--- src/rtl/mem_store_buffer.sv ---
// Store buffer between EX/MEM and data memory. Stores drain one cycle after enqueue at the earliest; Stall_MEM holds the pipeline when full with no drain, or when a load cannot complete.
// Loads win the memory port. With STORE_FWD_EN a load hitting the buffer is forwarded; otherwise it stalls until the hit has drained.
module mem_store_buffer #(
  parameter int DEPTH = 4,
  parameter int CNT_W = $clog2(DEPTH+1)
) (
  input  logic             Clk,
  input  logic             Reset,
  input  logic [31:0]      ALU_Result_MEM,
  input  logic [31:0]      Write_Data_MEM,
  input  logic             MemWrite_MEM,
  input  logic             MemRead_MEM,
  input  logic             Mem_Ready,
  input  logic [31:0]      Mem_Read_Data,
  output logic [31:0]      Mem_Address,
  output logic [31:0]      Mem_Write_Data,
  output logic             Mem_Write,
  output logic             Mem_Read,
  output logic [31:0]      Read_Data_MEM,
  output logic             Stall_MEM,
  output logic [CNT_W-1:0] Count
);

  localparam int PTR_W = (DEPTH > 1) ? $clog2(DEPTH) : 1;

  logic [29:0]      addr_q [DEPTH];
  logic [31:0]      data_q [DEPTH];
  logic [PTR_W-1:0] head_q, tail_q;
  logic [CNT_W-1:0] count_q;

  logic             match, hit, load_port, drain, enq;
  logic             store_stall, load_stall;
  logic [31:0]      fwd_data;
  logic [PTR_W-1:0] idx;

  // Scan oldest to youngest so the last match wins (youngest store).
  always_comb begin
    match    = 1'b0;
    fwd_data = 32'h0;
    idx      = '0;
    for (int k = 0; k < DEPTH; k++) begin
      idx = head_q + PTR_W'(k);
      if ((CNT_W'(k) < count_q) && (addr_q[idx] == ALU_Result_MEM[31:2])) begin
        match    = 1'b1;
        fwd_data = data_q[idx];
      end
    end
  end

  assign hit       = MemRead_MEM & match;
  assign load_port = MemRead_MEM & ~hit & Mem_Ready;
  assign drain     = (count_q != '0) & Mem_Ready & ~load_port;
  assign enq       = MemWrite_MEM & ((count_q < CNT_W'(DEPTH)) | drain);

  assign store_stall = MemWrite_MEM & ~enq;
`ifdef STORE_FWD_EN
  assign load_stall  = MemRead_MEM & ~hit & ~Mem_Ready;
`else
  // A hit must wait for its entry to reach memory before the load may read it.
  assign load_stall  = MemRead_MEM & (hit | ~Mem_Ready);
`endif
  assign Stall_MEM   = store_stall | load_stall;
  assign Count       = count_q;

  always_comb begin
    Mem_Address    = ALU_Result_MEM;
    Mem_Write_Data = data_q[head_q];
    Mem_Write      = 1'b0;
    Mem_Read       = 1'b0;
    Read_Data_MEM  = 32'h0;
    if (load_port) begin
      Mem_Read      = 1'b1;
      Read_Data_MEM = Mem_Read_Data;
    end else if (drain) begin
      Mem_Write   = 1'b1;
      Mem_Address = {addr_q[head_q], 2'b00};
    end
`ifdef STORE_FWD_EN
    if (hit) Read_Data_MEM = fwd_data;
`endif
  end

  always_ff @(posedge Clk) begin
    if (enq) begin
      addr_q[tail_q] <= ALU_Result_MEM[31:2];
      data_q[tail_q] <= Write_Data_MEM;
    end
  end

  always_ff @(posedge Clk or posedge Reset) begin
    if (Reset) begin
      head_q  <= '0;
      tail_q  <= '0;
      count_q <= '0;
    end else begin
      if (enq)   tail_q <= tail_q + PTR_W'(1);
      if (drain) head_q <= head_q + PTR_W'(1);
      count_q <= count_q + CNT_W'(enq) - CNT_W'(drain);
    end
  end

endmodule

--- config.mk ---
export PLATFORM = sky130hd
export DESIGN_NAME = mem_store_buffer
export DESIGN_NICKNAME = d
export VERILOG_FILES = /design/src/rtl/mem_store_buffer.sv
export SDC_FILE = /design/constraint.sdc
export NUM_CORES = 1
export LEC_CHECK = 0
export ABC_CLOCK_PERIOD_IN_PS = 4400
export BUFFER_PORTS_ARGS = -buffer_cell sky130_fd_sc_hd__buf_2
export CAP_MARGIN = 20
export CORE_ASPECT_RATIO = 0.5
export CORE_UTILIZATION = 40
export DETAILED_ROUTE_END_ITERATION = 8
export SYNTH_ARGS = -nofsm -noshare
export SYNTH_HDL_FRONTEND = slang
export SYNTH_SLANG_ARGS = --single-unit
--- constraint.sdc ---
create_clock -name Clk -period 4.4 [get_ports Clk]
set_clock_uncertainty 0.1 [all_clocks]
set_input_delay 0.22 -clock Clk [delete_from_list [all_inputs] [get_ports Clk]]
set_output_delay 0.22 -clock Clk [all_outputs]
set_load 0.02 [all_outputs]
==> results.json <==
{
  "cp.arrival_ps": 4310,
  "gr-total-overflow": 0,
  "fin_nets": 1374,
  "violations": "setup timing",
  "tightest_slew_ps": 842,
  "antenna_left": 0,
  "seq_area_frac_synth_pct": 53.7,
  "p_seq_share_pct": 26.8,
  "switching_share_pct": 37.1,
  "cts_tree": "yes",
  "wl_met1_microns": 16700,
  "drive_gt1_share_pct": 45.8,
  "synth_warnings": 0,
  "vias_per_cell": 5.40,
  "syn_to_final_growth_pct": 33.4,
  "clk_path_buf_depth": 3,
  "p_comb_share_pct": 56.9,
  "timing.final.hold_violations": 0,
  "synth_seq_cells": 255,
  "drt_iter0_drc": 812,
  "wl_met2_microns": 18900,
  "synthCells": 894,
  "synth_cell_types": 56,
  "syn-num-nets": 1004,
  "grt_pass1_wl_microns": 57200,
  "crit_path_end_kind": "output port",
  "boundaryPins": 203,
  "worst_slack_ps": -229,
  "period_minus_slack_ps": 4630,
  "path_class": "flip-flop to output port",
  "fillers": 2895,
  "p_clk_share_pct": 16.3,
  "grt_max_degree": 34,
  "startpoint_type": "flip-flop",
  "insertion_delay_ps": 570,
  "antenna_found_initial": 0,
  "synth_edf_count": 248,
  "cts_sinks": 255,
  "maxCapViolCount": 0,
  "wl_per_cell_microns": 22.2,
  "synth_flop_cell": "edfxtp_1",
  "avgSynthCellArea_sq_um": 15.9,
  "setup_violations": 32,
  "cts-htree-levels": 1,
  "met3_length_microns": 2440,
  "slew_headroom_pct": 43.5,
  "leakage_uw": 0.00717,
  "io_buffer_count": 202,
  "design.core.area_sq_um": 34700,
  "finalMaxSlewViolations": 0,
  "vias": 9494,
  "switchingPower_uw": 4620,
  "power_density_nw_per_um2": 659,
  "firstDrtPassIters": 7,
  "grt_usage_pct": 21.2,
  "fin_area_sq_um": 18900,
  "fmax_mhz": 216,
  "n_antenna_cell": 0,
  "hold_class": "input port to async pin",
  "dp_hpwl_microns": 26100,
  "cts_root_buffer": "clkbuf_16",
  "rows": 48,
  "pre_cts_slack_ps": -180,
  "finalWeightedCongestion": 0.943,
  "drc_errors": 0,
  "numCtsBuffers": 25,
  "clk_pin_slew_worst_paths_ps": 70,
  "die_h_microns": 135,
  "syn_area_sq_um": 14200,
  "die_area_sq_um": 36300,
  "finalCritPeriodShare_pct": 105,
  "cp_max_fo": 8,
  "highest_layer": "met4",
  "first_global_vias": 9470,
  "power.internal_uw": 7860,
  "final_cell_mix": "edfxtp_1, buf_2, buf_4",
  "final_common_cell": "edfxtp_1",
  "die_x_microns": 268,
  "drt_wl_total_microns": 38900,
  "crit_required_ps": 4080,
  "peakVddDrop_v": 0.000323,
  "status": "finished, violations left",
  "start_util_pct": 40.9,
  "synthArstFlopShare_pct": 2.75,
  "grt_setup_unrepaired": "yes",
  "dpl_cell_area_sq_um": 16300
}
==> per-layer routing <==
metal	global-route usage [%]	vias up
met3	3.85	63
met2	34.2	336
met1	29.5	4816
met4	5.65	0
li1	-	4279
met5	0	-
==> cell families (layout without fill, tap and decap cells) <==
| kind of cell | Yosys count | count (layout) | share of synthesized area, % |
|---|---|---|---|
| AND/OR/NAND/NOR | 121 | 121 | 5.03 |
| buffers and inverters | 93 | 482 | 3.96 |
| adder cells (fa/ha/maj) | 9 | 9 | 0.847 |
| XOR/XNOR | 112 | 112 | 6.91 |
| AO/OA/AOI/OAI | 67 | 67 | 3.65 |
| flip-flops | 255 | 255 | 53.7 |
| multiplexers | 237 | 237 | 25.9 |
==> cell usage after synthesis, types with 7 or more instances <==
cell type | instances | share of area, %
nand2_1 | 15 | 0.40
mux4_2 | 93 | 15
nor2_1 | 11 | 0.29
a22oi_1 | 7 | 0.37
buf_2 | 9 | 0.32
and2_1 | 37 | 1.6
nor3_1 | 7 | 0.25
a21oi_1 | 12 | 0.42
clkbuf_1 | 29 | 0.77
ha_1 | 8 | 0.71
buf_6 | 12 | 0.95
buf_4 | 12 | 0.63
buf_1 | 8 | 0.21
xnor2_1 | 95 | 5.9
inv_1 | 17 | 0.45
mux2i_1 | 102 | 7.2
mux2_4 | 22 | 2.3
edfxtp_1 | 248 | 52
mux2_2 | 19 | 1.5
nor4_1 | 9 | 0.40
nand4_1 | 18 | 0.79
xor2_1 | 17 | 1.0
dfrtp_1 | 7 | 1.2
==> power by group through the flow <==
stage,clock (uW),sequential [uW],combinational (uW)
after floorplan,0,3310,4090
after global placement,0,3360,5990
after detailed placement,0,3390,5990
after CTS,2090,3340,6720
after global routing,2160,3380,7480
final,2030,3350,7110
==> critical path, stage by stage, from the launching register on <==
cell      delay, ps
dfrtp_4         510
buf_12          160
mux2i_2         190
xor2_1          200
o21ai_0         150
or4_4           500
a2111o_1        460
nor4_4          400
o41ai_4         100
buf_4           160
nor2_8          130
buf_12          140
buf_12          150
mux2_4          330
buf_6           130
==> cell type report <==
class | count | area, sq um | share of cell area [%]
clock buffers | 34 | 679 | 3.59
clock inverters | 12 | 81.3 | 0.430
inverters | 18 | 67.6 | 0.357
multi-input cells | 546 | 6430 | 34.0
flip-flops and latches | 255 | 7630 | 40.3
well taps | 475 | 594 | 3.14
repair buffers | 418 | 3450 | 18.2
==> registers in the layout, indices dropped and copies added, names as in the netlist <==
signal / cells
data_q: 128
Count: 3
head_q: 2
tail_q: 2
addr_q: 120
==> what timing repair did <==
action | in CTS | in global routing
setup buffers | 28 | 21
gates resized for setup | 86 | 59
hold buffers | 63 | 0
endpoints found under the hold margin | 255 | 0
endpoints found under the setup margin | 67 | 66
cloned | 5 | 4
pin swaps | 18 | 19
==> final timing paths <==
| path | start | endpoint | slack, ps | depth (start not counted) |
|---|---|---|---|---|
| min in group Clk | MemWrite_MEM | tail_q[0]$_DFFE_PP0P_ | 120 | 4 |
| max in group asynchronous | Reset | head_q[0]$_DFFE_PP0P_ | 3740 | 3 |
| max reg2reg | head_q[1]$_DFFE_PP0P_ | Count[2]$_DFF_PP0_ | 140 | 20 |
| min reg2reg | tail_q[1]$_DFFE_PP0P_ | tail_q[1]$_DFFE_PP0P_ | 500 | 1 |
| max | head_q[1]$_DFFE_PP0P_ | Mem_Address[14] | -230 | 14 |
| min | Reset | head_q[1]$_DFFE_PP0P_ | 90 | 3 |
==> per-stage QoR <==
stage | hold WS (ps) | util (%) | total power (uW) | setup TNS, ps | std cells
final | 94.6 | 54.5 | 12500 | -5730 | 1758
after CTS | 82.2 | 53.3 | 12200 | -4190 | 1737
after global placement | 128 | 47.0 | 9350 | -443 | 1596
after floorplan | -76.6 | - | 7410 | 0 | 894
after global routing | 114 | 54.5 | 13000 | -8540 | 1758
after detailed placement | 135 | 47.0 | 9380 | -1870 | 1596
Note: power is estimated with default switching activity, not from simulation.
